### config.mk
export PLATFORM = sky130hd
export DESIGN_NAME = dcache_responder
export DESIGN_NICKNAME = d
export VERILOG_FILES = /design/src/rtl/dcache_responder_pkg.sv /design/src/rtl/dcache_lane_align.sv /design/src/rtl/dcache_responder.sv
export SDC_FILE = /design/constraint.sdc
export NUM_CORES = 1
export LEC_CHECK = 0
export CAP_MARGIN = 20
export CORE_MARGIN = 1.5
export CORE_UTILIZATION = 30
export CTS_BUF_LIST = sky130_fd_sc_hd__clkbuf_4 sky130_fd_sc_hd__clkbuf_8
export DETAILED_ROUTE_END_ITERATION = 16
export PLACE_DENSITY = 0.63
export RECOVER_POWER = 25
export SLEW_MARGIN = 40
export SYNTH_ARGS = -nofsm -noshare
export SYNTH_HDL_FRONTEND = slang
export SYNTH_SLANG_ARGS = --single-unit
### constraint.sdc
create_clock -name clk -period 11 [get_ports clk]
set_input_delay 2.2 -clock clk [delete_from_list [all_inputs] [get_ports clk]]
set_output_delay 2.2 -clock clk [all_outputs]
set_load 0.005 [all_outputs]
### src/rtl/dcache_responder_pkg.sv
// Shared types for the blocking data-cache responder and its lane aligner.
// Latency: n/a (types, constants and a helper function only).
// Backpressure: n/a.
package dcache_responder_pkg;

  localparam int MEM_BYTES = 8;
  localparam int XLEN      = 64;
  localparam int BR_W      = 12;
  localparam int LDQ_IDX_W = 4;
  localparam int STQ_IDX_W = 5;
  localparam int LSU_IDX_W = 5;

  typedef enum logic [1:0] {
    DCR_IDLE = 2'd0,
    DCR_REQ  = 2'd1,
    DCR_WAIT = 2'd2,
    DCR_RESP = 2'd3
  } dcr_state_t;

  // bits[2] set means the load is zero-extended (unsigned funct3)
  typedef struct packed {
    logic                 load;
    logic [1:0]           mem_size;
    logic [2:0]           bits;
    logic [BR_W-1:0]      br_mask;
    logic [LDQ_IDX_W-1:0] ldq_idx;
    logic [STQ_IDX_W-1:0] stq_idx;
  } uop_t;

  typedef struct packed {
    logic            dreq_valid;
    uop_t            uop;
    logic [XLEN-1:0] addr;
    logic [XLEN-1:0] data;
    logic            is_hella;
  } dc_req_t;

  typedef struct packed {
    logic            dresp_valid;
    uop_t            uop;
    logic [XLEN-1:0] data;
    logic            is_hella;
  } dc_resp_t;

  typedef struct packed {
    logic                 valid;
    logic                 cache_nack;
    logic                 isload;
    logic [LSU_IDX_W-1:0] lsu_idx;
  } nack_t;

  typedef struct packed {
    logic [BR_W-1:0] resolve_mask;
    logic [BR_W-1:0] mispredict_mask;
    logic            mispredict;
  } brupdate_t;

  // True when the byte offset is a multiple of the access size
  function automatic logic addr_aligned(input logic [2:0] off, input logic [1:0] size);
    logic ok;
    case (size)
      2'd0:    ok = 1'b1;
      2'd1:    ok = (off[0] == 1'b0);
      2'd2:    ok = (off[1:0] == 2'b00);
      default: ok = (off == 3'b000);
    endcase
    return ok;
  endfunction

endpackage

### src/rtl/dcache_lane_align.sv
// Byte-lane alignment: store strobe/data shift and load extract/extend.
// Latency: purely combinational, zero cycles.
// Backpressure: none; outputs follow inputs.
module dcache_lane_align
  import dcache_responder_pkg::*;
(
  input  logic [1:0]           i_size,
  input  logic [2:0]           i_off,
  input  logic                 i_unsigned,
  input  logic [XLEN-1:0]      i_wdata,
  input  logic [XLEN-1:0]      i_rdata,
  output logic [MEM_BYTES-1:0] o_wstrb,
  output logic [XLEN-1:0]      o_wdata,
  output logic [XLEN-1:0]      o_rdata
);

  logic [5:0]           w_shamt;
  logic [MEM_BYTES-1:0] w_base_strb;
  logic [XLEN-1:0]      w_shifted;

  assign w_shamt   = {i_off, 3'b000};
  assign o_wstrb   = w_base_strb << i_off;
  assign o_wdata   = i_wdata << w_shamt;
  assign w_shifted = i_rdata >> w_shamt;

  // Strobe pattern for the access size before lane shifting
  always_comb begin
    w_base_strb = 8'h01;
    case (i_size)
      2'd0:    w_base_strb = 8'h01;
      2'd1:    w_base_strb = 8'h03;
      2'd2:    w_base_strb = 8'h0F;
      default: w_base_strb = 8'hFF;
    endcase
  end

  // Truncate load data to the access size, then sign- or zero-extend
  always_comb begin
    o_rdata = w_shifted;
    case (i_size)
      2'd0:    o_rdata = {{56{~i_unsigned & w_shifted[7]}},  w_shifted[7:0]};
      2'd1:    o_rdata = {{48{~i_unsigned & w_shifted[15]}}, w_shifted[15:0]};
      2'd2:    o_rdata = {{32{~i_unsigned & w_shifted[31]}}, w_shifted[31:0]};
      default: o_rdata = w_shifted;
    endcase
  end

endmodule

### src/rtl/dcache_responder.sv
// Blocking L1D stand-in: one LSU request at a time over a 64-bit memory port.
// Latency: request in cycle N -> mem_req_valid_o at N+1, response at N+4 with zero-wait memory.
// Backpressure: requests arriving while busy are nacked the same cycle; memory stalls via ready/resp.
module dcache_responder
  import dcache_responder_pkg::*;
#(
  parameter int PADDR_W        = 56,
  parameter bit ACCEPT_ON_RESP = 1'b1
) (
  input  logic                 clk,
  input  logic                 rst,
  input  dc_req_t              req_i,
  input  brupdate_t            brupdate_i,
  input  logic                 flush_i,
  output dc_resp_t             resp_o,
  output nack_t                nack_o,
  output logic                 busy_o,
  output logic                 mem_req_valid_o,
  input  logic                 mem_req_ready_i,
  output logic [PADDR_W-1:0]   mem_addr_o,
  output logic                 mem_we_o,
  output logic [XLEN-1:0]      mem_wdata_o,
  output logic [MEM_BYTES-1:0] mem_wstrb_o,
  input  logic                 mem_resp_valid_i,
  input  logic [XLEN-1:0]      mem_rdata_i
);

  dcr_state_t           r_state;
  dcr_state_t           w_state_nxt;
  uop_t                 r_uop;
  logic [PADDR_W-1:0]   r_addr;
  logic [XLEN-1:0]      r_data;
  logic                 r_is_hella;
  logic                 r_killed;
  logic [XLEN-1:0]      r_rdata;
  dc_resp_t             r_resp;

  uop_t                 w_uop_upd;
  uop_t                 w_req_uop_upd;
  logic                 w_kill_held;
  logic                 w_kill_in;
  logic                 w_can_accept;
  logic                 w_accept;
  logic                 w_in_req;
  logic [MEM_BYTES-1:0] w_wstrb;
  logic [XLEN-1:0]      w_wdata;
  logic [XLEN-1:0]      w_load_data;
  logic                 w_unused_addr_hi;

  assign w_unused_addr_hi = ^req_i.addr[XLEN-1:PADDR_W];

  // A response cycle may double as an accept cycle so back-to-back loads lose no slot
  assign w_can_accept = (r_state == DCR_IDLE) || (ACCEPT_ON_RESP && (r_state == DCR_RESP));
  assign w_accept     = req_i.dreq_valid && w_can_accept;

  // Stores are already committed, so only loads are killable
  assign w_kill_held = r_uop.load &&
                       (flush_i || (brupdate_i.mispredict && |(r_uop.br_mask & brupdate_i.mispredict_mask)));
  assign w_kill_in   = req_i.uop.load &&
                       (flush_i || (brupdate_i.mispredict && |(req_i.uop.br_mask & brupdate_i.mispredict_mask)));

  // Branch masks shed resolved branches every cycle, both held and incoming
  always_comb begin
    w_uop_upd             = r_uop;
    w_uop_upd.br_mask     = r_uop.br_mask & ~brupdate_i.resolve_mask;
    w_req_uop_upd         = req_i.uop;
    w_req_uop_upd.br_mask = req_i.uop.br_mask & ~brupdate_i.resolve_mask;
  end

  dcache_lane_align u_align (
    .i_size     (r_uop.mem_size),
    .i_off      (r_addr[2:0]),
    .i_unsigned (r_uop.bits[2]),
    .i_wdata    (r_data),
    .i_rdata    (r_rdata),
    .o_wstrb    (w_wstrb),
    .o_wdata    (w_wdata),
    .o_rdata    (w_load_data)
  );

  // State register
  always_ff @(posedge clk or posedge rst) begin
    if (rst) r_state <= DCR_IDLE;
    else     r_state <= w_state_nxt;
  end

  // Next-state: a kill never changes the path, the memory handshake always completes
  always_comb begin
    w_state_nxt = r_state;
    case (r_state)
      DCR_IDLE: if (w_accept)         w_state_nxt = DCR_REQ;
      DCR_REQ:  if (mem_req_ready_i)  w_state_nxt = DCR_WAIT;
      DCR_WAIT: if (mem_resp_valid_i) w_state_nxt = DCR_RESP;
      DCR_RESP: w_state_nxt = w_accept ? DCR_REQ : DCR_IDLE;
      default:  w_state_nxt = DCR_IDLE;
    endcase
  end

  // Memory port: fields are zeroed outside REQ so the bus is quiet when idle
  always_comb begin
    w_in_req        = (r_state == DCR_REQ);
    mem_req_valid_o = w_in_req;
    mem_addr_o      = '0;
    mem_we_o        = 1'b0;
    mem_wdata_o     = '0;
    mem_wstrb_o     = '0;
    if (w_in_req) begin
      mem_addr_o = {r_addr[PADDR_W-1:3], 3'b000};
      mem_we_o   = ~r_uop.load;
      if (!r_uop.load) begin
        mem_wdata_o = w_wdata;
        mem_wstrb_o = w_wstrb;
      end
    end
  end

  // Reject any request the FSM cannot take this cycle
  always_comb begin
    nack_o = '0;
    if (req_i.dreq_valid && !w_accept) begin
      nack_o.valid      = 1'b1;
      nack_o.cache_nack = 1'b1;
      nack_o.isload     = req_i.uop.load;
      nack_o.lsu_idx    = req_i.uop.load ? LSU_IDX_W'(req_i.uop.ldq_idx) : req_i.uop.stq_idx;
    end
  end

  // Held transaction, kill tracking, read capture and the registered response pulse
  always_ff @(posedge clk or posedge rst) begin
    if (rst) begin
      r_uop      <= '0;
      r_addr     <= '0;
      r_data     <= '0;
      r_is_hella <= 1'b0;
      r_killed   <= 1'b0;
      r_rdata    <= '0;
      r_resp     <= '0;
    end else begin
      r_resp <= '0;
      if ((r_state == DCR_RESP) && !r_killed && !w_kill_held) begin
        r_resp.dresp_valid <= 1'b1;
        r_resp.uop         <= w_uop_upd;
        r_resp.data        <= r_uop.load ? w_load_data : '0;
        r_resp.is_hella    <= r_is_hella;
      end
      if (w_accept) begin
        r_uop      <= w_req_uop_upd;
        r_addr     <= req_i.addr[PADDR_W-1:0];
        r_data     <= req_i.data;
        r_is_hella <= req_i.is_hella;
        r_killed   <= w_kill_in;
      end else if (r_state != DCR_IDLE) begin
        r_uop    <= w_uop_upd;
        r_killed <= r_killed | w_kill_held;
      end
      if ((r_state == DCR_WAIT) && mem_resp_valid_i) begin
        r_rdata <= mem_rdata_i;
      end
    end
  end

  assign resp_o = r_resp;
  assign busy_o = (r_state != DCR_IDLE);

  // The LSU only issues naturally aligned accesses; flag any that are not
  always_ff @(posedge clk) begin
    if (!rst && w_accept) begin
      assert (addr_aligned(req_i.addr[2:0], req_i.uop.mem_size));
    end
  end

endmodule
-- Yosys cells after proc, flatten, opt, wreduce, memory -nomap -nowiden
Cells that the tools add are included.
- register bits: 308
- input port bits: 251
- ROM bits: 0
- memories: 0
- logic and storage cells: 86
- latch bits: 0
- RAM bits: 0
- multipliers: 0
- equal/unequal tests: 8
- shifts and indexed selects: 3
- divide/modulo/power cells: 0
- mux-type cells: 21
- reduce and logical (&&, ||, !) cells: 22
- bitwise logic cells: 11
- $add $sub $neg: 0
- order comparisons: 0
- operators with widths (cell ; count):
    $mux W64 ; 3
    $pmux W64 S3 ; 1
    $mux W93 ; 1
    $shl A64 B6 Y64 ; 1
    $shr A64 B6 Y64 ; 1
    $mux W56 ; 1
    $and A12 B12 Y12 ; 4
    $mux W27 ; 1
    $mux W8 ; 3
    $pmux W8 S3 ; 1
    $reduce_or A12 Y1 ; 2
    $mux W21 ; 1
    $not A12 Y12 ; 1
    $logic_and A1 B1 Y1 ; 9
    $pmux W2 S4 ; 1
    $shl A8 B3 Y8 ; 1
    $eq A2 B2 Y1 const B ; 3
    $mux W2 ; 3
    $mux W5 ; 1
    $eq A2 B1 Y1 const B ; 2
    $logic_not A2 Y1 ; 2
    $mux W1 ; 4
    $ne A2 B2 Y1 const B ; 2
    $reduce_bool A2 Y1 ; 2
    7 further kinds ; 14

-- Depth between registers and ports, before layout
Gate-level depths: netlist of run 1.
- depth in word-level cells: 8
- mapped depth: 9
- mapped depth without buffers: 7

-- By module
A second synthesis of run 1 with hierarchy kept.
- cell total of the unflattened synthesis: 1782
- area, all modules: 16768.6 µm²
- by module, submodules not included (module ; area each (µm²) ; cells an instance ; instances ; seq. area each (µm²)):
    dcache_responder ; 12355.6 ; 1182 ; 1 ; 7707.4
    dcache_lane_align ; 4413.0 ; 600 ; 1 ; 0.0

-- Worst setup path before layout of run 1
Ideal clock, no wire load.
- path kind: input to output
- start: input port req_i[155] (netlist name)
- end: output port nack_o[0] (netlist name)
- data arrival time: 2.738 ns
- data required time: 8.800 ns
- path buffers: 1
- stages: 3
- setup slack: 6.062 ns
- cells stage by stage: clkbuf_1 > mux2i_1 > nor2_1
- RTL lines (element ; line ; RTL):
    start: declaration ; dcache_responder.sv:12 ; input dc_req_t req_i,
    end: declaration ; dcache_responder.sv:16 ; output nack_t nack_o,

==> flow_metrics.env, run 1 <==
export IMPL_globalplace_congestion=0.8850
export IMPL_seqPwrFrac=0.332
export IMPL_ant_nets=0
export IMPL_critical_path_class="input port to asynchronous set/reset pin"
export IMPL_die_area_sq_mm=0.05450
export IMPL_holdBufCountCts=0
export IMPL_drv_slew=188
export IMPL_grt_overflow=0
export IMPL_numPortBuffers=471
export IMPL_clk_latency_ns=0.64
export IMPL_grt_max_degree=123
export IMPL_first_pass_iters=7
export IMPL_max_freq_mhz=154.2
export IMPL_skew_ns=0.02980
export IMPL_worstSetupStartpointType="input port"
export IMPL_drive_gt1_frac=0.1402
export IMPL_muxShareOfSynthArea=0.1798
export IMPL_synth_edf_count=0
export IMPL_tritoncts="yes"
export IMPL_internal_power_mw=3.547
export IMPL_path_max_fanout=122
export IMPL_post_synth_top_count_cell="nand2_1"
export IMPL_synth_cell_types=52
export IMPL_place_hpwl_um=40750
export IMPL_cts_made_buffers=55
export IMPL_yosys_area_top_type="dfrtp_1"
export IMPL_viasPerCell=5.013
export IMPL_die_y_um=233.4
export IMPL_path_buf_inv=2
export IMPL_cts_resized=0
export IMPL_synthTopCellsByCount="467 x nand2_1, 308 x dfrtp_1, 93 x and2_1"
export IMPL_vias=13790
export IMPL_grt_pass1_vias=13988
export IMPL_cts_root_buf="clkbuf_8"
export IMPL_layout_cells_non_filler=2751
export IMPL_wl_um=57060
export IMPL_rsz0062_at_grt="no"
export IMPL_wl_per_cell_um=20.74
export IMPL_ys_ff_latch=308
export IMPL_syn_mean_instance_area_sq_um=9.963
export IMPL_max_stage_delay_ns=3.04
export IMPL_path_delay_family="buffers and inverters"
export IMPL_synthSimpleGateAreaFrac=0.2078
export IMPL_start_util=0.3032
export IMPL_synthAdderAreaFrac=0.003927
export IMPL_htree_levels=2
export IMPL_yosysWarnings=0
export IMPL_peakVddDrop_mv=0.1808
export IMPL_period_needed_ns=6.486
export IMPL_synth_compound_area_share=0.08019
export IMPL_rows=84
export IMPL_crit_chain="dlygate4sd3_1 > clkinvlp_2"
export IMPL_synth_xor_area_frac=0
export IMPL_synthFlopType="dfrtp_1"
export IMPL_switchingPower_mw=2.507
export IMPL_die_w_um=233.4
export IMPL_drv_cap=2
export IMPL_min_path_type="register to register"
export IMPL_slew_headroom=-2.754
export IMPL_power_density_mw_per_mm2=272.5
export IMPL_hold_violations=0
export IMPL_synthArstFlopShare=1.000
export IMPL_placed_cells=2658
export IMPL_violations="max-capacitance violations, max-slew violations"
export IMPL_combPwrFrac=0.486
export IMPL_cp_arrival_ns=5.86
export IMPL_max_slew_worst_pin_slew_ns=5.631
export IMPL_antenna_found_initial=7
export IMPL_finalCritPeriodShare=0.5897
export IMPL_postSynthCellCount=1599
export IMPL_p_clk_frac=0.182
export IMPL_status="complete, but fails checks"
export IMPL_clockBufferDepth=3
export IMPL_drt_initial_drc_count=953
export IMPL_grt_pass1_wl_um=85290
export IMPL_end_kind="asynchronous set/reset pin"
export IMPL_synth_seq_area_share=0.4838
export IMPL_path_clk_slew_ns=0.06
export IMPL_cts_sinks=308
export IMPL_grtUsageTotal=0.2062
export IMPL_finalSetupViolCount=0
export IMPL_swShare=0.4141
export IMPL_fin_nets=2284
export IMPL_drc=0
export IMPL_synth_top_area_frac=0.4838
export IMPL_netlist_area_sq_mm=0.01593
export IMPL_cellLeakagePower_nw=9.824
export IMPL_syn_to_final_growth_pct=39.46
export IMPL_cp_slowest_cell="clkinvlp_2"
export IMPL_core_area_sq_mm=0.05255
export IMPL_postCtsSetupRepairBufs=0
export IMPL_finalSetupTns_ns=0
export IMPL_top_level_ports=483
export IMPL_synth_area_top_cells="dfrtp_1 48%, nand2_1 11%, mux4_2 7.9%, mux2_2 5.2%, mux2i_1 4.5%"
export IMPL_synth_top_family_by_area="simple AND/OR/NAND/NOR gates"
export IMPL_crit_required_ns=10.37
[layer usage]
layer  track usage  vias up  share of wire
met3       0.05701      113          0.080
met5             0        -         0.0012
met1        0.2518     6828           0.40
met2        0.3535      583           0.50
met4       0.06110       10          0.026
li1              -     6256              -
[final cells by class]
class | instances | area, sq um
timing repair buffer | 493 | 4898
clock inverter | 7 | 71.32
fill | 5088 | 30330
clock buffer | 84 | 1031
multi-input combinational | 1146 | 7546
inverter | 24 | 91.34
antenna | 1 | 2.502
sequential | 308 | 7716
tap | 688 | 860.8
[worst paths after layout]
check / cells past startpoint / slack, ns / startpoint / end
worst max-delay path: 2 / 4.51 / rst / r_addr[2]
worst min-delay path: 2 / 0.46 / r_uop[1] / r_uop[1]
worst max register to register: 5 / 6.79 / r_state[0] / r_rdata[21]
worst min register to register: 2 / 0.46 / r_uop[1] / r_uop[1]
max in group clk: 4 / 5.05 / req_i[156] / nack_o[4]
min in group asynchronous: 2 / 3.74 / rst / resp_o[28]
[power by group through the flow]
stage | Combinational, mW | Clock [mW] | Sequential [mW]
global placement | 2.90 | 0 | 2.00
CTS | 2.96 | 1.14 | 2.01
finish | 2.94 | 1.10 | 2.01
floorplan | 2.11 | 0 | 1.78
global route | 3.23 | 1.18 | 2.07
detailed placement | 2.94 | 0 | 2.03
[stage by stage]
stage	total power, mW	setup slack [ns]	hold slack, ns	area [sq um]	utilization
after floorplan	3.884	0.2840	0.4374	15940	-
after global placement	4.906	5.108	0.4520	21090	0.4014
after detailed placement	4.968	5.083	0.4537	21120	0.4020
after CTS	6.113	5.070	0.4679	22230	0.4230
after global routing	6.477	3.451	0.4864	22220	0.4228
final	6.055	4.514	0.4642	22220	0.4228
[state kept, by name, summed over array words and instances, names as in the netlist]
name        flops
r_state         2
r_rdata        64
r_addr         56
r_killed        1
r_data         64
resp_o         93
r_uop          27
r_is_hella      1
[tightest hold or removal path, stage by stage (launching register included)]
cell and delay [ns]:
dfrtp_1 0.33, nand2_1 0.05, nand2_1 0.05
[layout by cell type (no fill, tap or decap), types with 5 or more instances in the layout]
cell type,count
a211oi_1,18
a21o_1,7
a21oi_1,73
a22o_1,8
a22oi_1,19
a2bb2oi_1,5
and2_1,93
and3_1,13
buf_4,13
buf_6,7
clkbuf_4,20
clkbuf_8,64
clkdlybuf4s50_1,468
dfrtp_1,305
ha_1,5
inv_1,21
mux2_2,73
mux2i_1,71
mux4_2,56
nand2_1,464
nand3_1,13
nor2_1,83
nor2b_1,13
nor3_1,5
nor3_2,30
o21ai_0,48
o22ai_1,6
o2bb2ai_1,11
[kinds of logic (layout without fill, tap and decap cells)]
group                      Yosys count  after routing
and+or+nand+nor                    729            729
DFF                                308            308
AOI/OAI and AO/OA                  205            205
muxes                              204            204
buffers and inverters              147            608
adders and majority gates            5              5
other                                1              4
Power figures use the tool's default switching activity.
==> run 2, diff against run 1 <==
Settings changed: PLACE_DENSITY 0.63 to 0.61.
Clock period 11 ns to 6.1 ns, I/O delays scaled along.
==> run 2 against run 1 <==
The flow still finishes with violations (max-capacitance violations, max-slew violations). Combinational power rose by 81%. Via count is 0.86% lower. Flip-flop and latch count unchanged. Global-route usage is 0.12 points higher. Clock skew increased by 0.0074 ns. Setup slack got worse by 3.3 ns. Clock power grew 94%. Largest cell class unchanged. Largest power group unchanged. Highest routed layer unchanged.
==> flow_metrics.env, run 2 (synthesis results as in run 1) <==
export IMPL_status="complete, but fails checks"
export IMPL_violations="max-capacitance violations, max-slew violations"
export IMPL_rr_endpoint="resp_o[34]"
export IMPL_end_kind="primary output"
export IMPL_max_freq_mhz=203.7
export IMPL_top_level_ports=483
export IMPL_grt_overflow=0
export IMPL_cp_arrival_ns=3.69
export IMPL_antenna_found_initial=10
export IMPL_rows=84
export IMPL_tritoncts="yes"
export IMPL_clk_latency_ns=0.65
export IMPL_rsz0062_at_grt="no"
export IMPL_globalplace_congestion=0.9008
export IMPL_place_hpwl_um=41270
export IMPL_cellLeakagePower_nw=9.901
export IMPL_die_y_um=233.4
export IMPL_cts_made_buffers=54
export IMPL_ant_nets=0
export IMPL_r2r_cells=7
export IMPL_drc=0
export IMPL_finalSetupViolCount=0
export IMPL_hold_violations=0
export IMPL_final_util=0.4259
export IMPL_layout_common_cells="469 x clkdlybuf4s50_1, 465 x nand2_1, 305 x dfrtp_1"
export IMPL_hp_start="r_uop[7]"
export IMPL_min_to="r_uop[7]"
export IMPL_period_needed_ns=4.910
export IMPL_peakVddDrop_mv=0.2416
export IMPL_numPortBuffers=471
export IMPL_grt_pass1_vias=14102
export IMPL_path_clk_slew_ns=0.06
export IMPL_slew_headroom=-1.295
export IMPL_drv_slew=206
export IMPL_holdBufCountCts=0
export IMPL_syn_to_final_growth_pct=40.48
export IMPL_drv_cap=3
export IMPL_largest_reg_flops=93
export IMPL_skew_ns=0.03715
export IMPL_cts_resized=0
export IMPL_postCtsSetupRepairBufs=0
export IMPL_finalSetupTns_ns=0
export IMPL_crit_required_ns=4.88
export IMPL_finalCritPeriodShare=0.8049
export IMPL_wl_per_cell_um=20.70
export IMPL_clockBufferDepth=3
export IMPL_worstSetupStartpoint="r_state[1]"
export IMPL_cts_root_buf="clkbuf_8"
export IMPL_first_pass_iters=5
export IMPL_critical_path_class="register to primary output"
export IMPL_grtUsageTotal=0.2074
export IMPL_fin_nets=2286
export IMPL_max_slew_worst_pin_slew_ns=3.442
export IMPL_htree_levels=2
export IMPL_wl_um=57130
export IMPL_mostFrequentLayoutCell="clkdlybuf4s50_1"
export IMPL_cts_sinks=308
export IMPL_worstSetupStartpointType="register"
export IMPL_core_area_sq_mm=0.05255
export IMPL_reg2reg_slack_ns=2.22
export IMPL_viasPerCell=4.953
export IMPL_drt_initial_drc_count=813
export IMPL_hold_path_depth=2
export IMPL_start_util=0.3032
export IMPL_drive_gt1_frac=0.1417
export IMPL_vias=13671
export IMPL_timing_rr_start="r_addr[0]"
export IMPL_grt_max_degree=97
export IMPL_path_max_fanout=56
export IMPL_min_path_type="register to register"
export IMPL_die_w_um=233.4
export IMPL_grt_pass1_wl_um=85690
export IMPL_power_density_mw_per_mm2=494.3
export IMPL_die_area_sq_mm=0.05450
[run 2: changes by cell type in the layout (fill, tap and decap cells not counted), moves of 2 or more]
| cell | change |
|---|---|
| clkbuf_4 | -8 |
| clkbuf_8 | +7 |
| diode_2 | +3 |
| buf_4 | +2 |
| buf_6 | -2 |
| bufinv_16 | +2 |
| clkinv_2 | +2 |
[run 2: routing by layer]
metal  wire length, um  global-route usage
met2             28110              0.3527
met3              4549             0.05750
met1             22820              0.2545
met4              1585             0.06390
met5                58                   0
[run 2: critical path: stages, from the launching register on]
cell             delay, ns
dfrtp_1               0.42
inv_1                 0.13
ha_1                  0.16
buf_4                 0.41
nand2b_1              0.10
buf_4                 0.26
nor2_1                0.13
buf_4                 0.29
nand2_1               0.36
nor2_1                0.25
clkdlybuf4s50_1       0.54
[run 2: how the worst max path moves through the flow]
stage,end,cells after the start
detailed placement,mem_wdata_o[9],10
global placement,mem_wdata_o[9],10
global route,resp_o[89],3
floorplan,r_addr[0],1
finish,mem_wdata_o[9],10
CTS,mem_wdata_o[9],10
[run 2: area by class of cell]
type	instances	area, sq um
clock buffers	83	1067
multi-input cells	1146	7541
inverters	24	91.34
clock inverters	11	150.1
well taps	688	860.8
fillers	5074	30170
flip-flops and latches	308	7716
repair buffers	496	4943
diodes	4	10.01
[run 2: where the power goes]
group	switching, mW	internal (mW)
logic	2.82	2.50
registers	0.832	2.78
clock network	0.895	1.24
[run 2: through the flow]
step / setup WS [ns] / power (mW) / hold WS (ns) / instances / cell area, sq um
after floorplan: 0.7810 / 7.005 / 0.4374 / 1601 / 15940
after global placement: 1.868 / 8.817 / 0.4503 / 2660 / 21130
after detailed placement: 1.830 / 8.939 / 0.4539 / 2661 / 21170
after CTS: 1.116 / 11.16 / 0.4683 / 2755 / 22390
after global routing: 0.6011 / 11.85 / 0.4851 / 2760 / 22380
final: 1.190 / 11.06 / 0.4629 / 2760 / 22380
==> run 3, diff against run 2 <==
Clock period 6.1 ns to 5.1 ns, I/O delays scaled along.
==> run 3 against run 2 <==
Critical path depth down 1. Global-route usage down 0.18 points. The run still ends with max-capacitance violations, max-slew violations left. Critical path type unchanged. Clock power up 16%.
==> flow_metrics.env, run 3 (synthesis results as in run 1) <==
export IMPL_setup_ws_ns=0.7514
export IMPL_wl_per_cell_um=20.38
export IMPL_cts_sinks=308
export IMPL_final_util=0.4263
export IMPL_drv_cap=2
export IMPL_cts_made_buffers=55
export IMPL_reg2reg_slack_ns=1.45
export IMPL_drive_gt1_frac=0.1464
export IMPL_path_buf_inv=4
export IMPL_place_hpwl_um=40690
export IMPL_cts_resized=0
export IMPL_viasPerCell=4.934
export IMPL_first_pass_iters=5
export IMPL_drv_slew=79
export IMPL_core_area_sq_mm=0.05255
export IMPL_path_max_fanout=29
export IMPL_cp_slowest_cell="clkdlybuf4s50_1"
export IMPL_grt_pass1_wl_um=84840
export IMPL_largest_reg_flops=93
export IMPL_vias=13681
export IMPL_hp_start="r_uop[3]"
export IMPL_whs_ns=0.4621
export IMPL_holdBufCountCts=0
export IMPL_postCtsSetupRepairBufs=0
export IMPL_min_path_type="register to register"
export IMPL_ant_nets=0
export IMPL_skew_ns=0.04267
export IMPL_pre_cts_slack_ns=1.367
export IMPL_start_util=0.3032
export IMPL_rows=84
export IMPL_drc=0
export IMPL_syn_to_final_growth_pct=40.63
export IMPL_critical_path_class="register to primary output"
export IMPL_rsz0062_at_grt="no"
export IMPL_rr_endpoint="resp_o[56]"
export IMPL_min_to="r_uop[3]"
export IMPL_top_level_ports=483
export IMPL_finalCritPeriodShare=0.8527
export IMPL_tritoncts="yes"
export IMPL_crit_chain="inv_1 > ha_1 > nand2b_1 > buf_4 > nor2_1 > buf_4 > nand2_1 > nor2_1 > clkdlybuf4s50_1"
export IMPL_cellLeakagePower_nw=9.917
export IMPL_htree_levels=2
export IMPL_grt_overflow=0
export IMPL_r2r_cells=7
export IMPL_clockBufferDepth=3
export IMPL_grt_max_degree=166
export IMPL_power_density_mw_per_mm2=588.2
export IMPL_hold_violations=0
export IMPL_layout_common_cells="470 x clkdlybuf4s50_1, 465 x nand2_1, 305 x dfrtp_1"
export IMPL_numPortBuffers=471
export IMPL_max_stage_delay_ns=0.58
export IMPL_status="complete, but fails checks"
export IMPL_timing_rr_start="r_addr[1]"
export IMPL_path_delay_family="buffers and inverters"
export IMPL_max_freq_mhz=230.0
export IMPL_antenna_found_initial=9
export IMPL_die_y_um=233.4
export IMPL_clk_latency_ns=0.65
export IMPL_peakVddDrop_mv=0.3990
export IMPL_violations="max-capacitance violations, max-slew violations"
export IMPL_finalSetupTns_ns=0
export IMPL_drt_initial_drc_count=860
export IMPL_end_kind="primary output"
export IMPL_cts_root_buf="clkbuf_8"
export IMPL_cp_arrival_ns=3.33
export IMPL_fin_nets=2291
export IMPL_finalSetupViolCount=0
export IMPL_die_w_um=233.4
export IMPL_grt_pass1_vias=13959
export IMPL_path_clk_slew_ns=0.06
export IMPL_max_slew_worst_pin_slew_ns=2.291
export IMPL_hold_path_depth=2
export IMPL_globalplace_congestion=0.9102
export IMPL_crit_required_ns=4.08
export IMPL_die_area_sq_mm=0.05450
export IMPL_wl_um=56520
export IMPL_mostFrequentLayoutCell="clkdlybuf4s50_1"
export IMPL_slew_headroom=-0.5273
export IMPL_total_power_mw=13.18
export IMPL_worstSetupStartpointType="register"
export IMPL_period_needed_ns=4.349
export IMPL_grtUsageTotal=0.2056
==> run 3: cell types whose count changed in the layout (fill, tap and decap cells not counted), sizes merged <==
cell	change
buf	+5
bufinv	-2
clkdlybuf4s50	+1
clkinvlp	+1
dlygate4sd3	-1
diode	+4
clkbuf	+5
==> run 3: power by group <==
part           total (mW)  switching [mW]  internal, mW
Sequential           4.37            1.04          3.32
Combinational        6.33            3.31          3.02
Clock                2.48            1.08          1.40
Total                13.2            5.43          7.74
==> run 3: worst max-delay path by stage <==
| stage | cells past startpoint | from | endpoint |
|---|---|---|---|
| floorplan | 1 | rst | r_addr[0] |
| global placement | 5 | r_addr[1] | mem_wdata_o[43] |
| detailed placement | 5 | r_addr[1] | mem_wdata_o[44] |
| CTS | 5 | r_addr[1] | mem_wdata_o[44] |
| global route | 9 | r_state[1] | mem_wdata_o[9] |
| finish | 9 | r_state[1] | mem_wdata_o[9] |
==> run 3: through the flow <==
stage / instance area [sq um] / std cells
after global placement: 21170 / 2664
after floorplan: 15940 / 1601
after CTS: 22360 / 2763
after detailed placement: 21170 / 2664
after global routing: 22400 / 2772
final: 22400 / 2773
==> run 3: worst register-to-register path, stage by stage, from the launching register on <==
cell,delay [ns]
dfrtp_4,0.88
buf_4,0.53
mux4_2,0.58
mux2i_1,0.20
or4_1,0.47
nor3b_4,0.26
buf_4,0.45
nor3_2,0.11
==> run 3: layer usage <==
metal / up-vias / GRT usage / share of wire
met4: 0 / 0.08233 / 0.025
met1: 6760 / 0.2524 / 0.40
met5: - / 0 / 0
met2: 535 / 0.3413 / 0.50
li1: 6292 / - / -
met3: 94 / 0.05591 / 0.073
==> run 3: layout make-up <==
cell class | count | area [sq um]
Clock inverter | 10 | 95.09
Sequential cell | 308 | 7716
Timing Repair Buffer | 500 | 4982
Antenna cell | 8 | 20.02
Inverter | 24 | 91.34
Clock buffer | 89 | 1087
Fill cell | 5065 | 30150
Tap cell | 688 | 860.8
Multi-Input combinational cell | 1146 | 7551
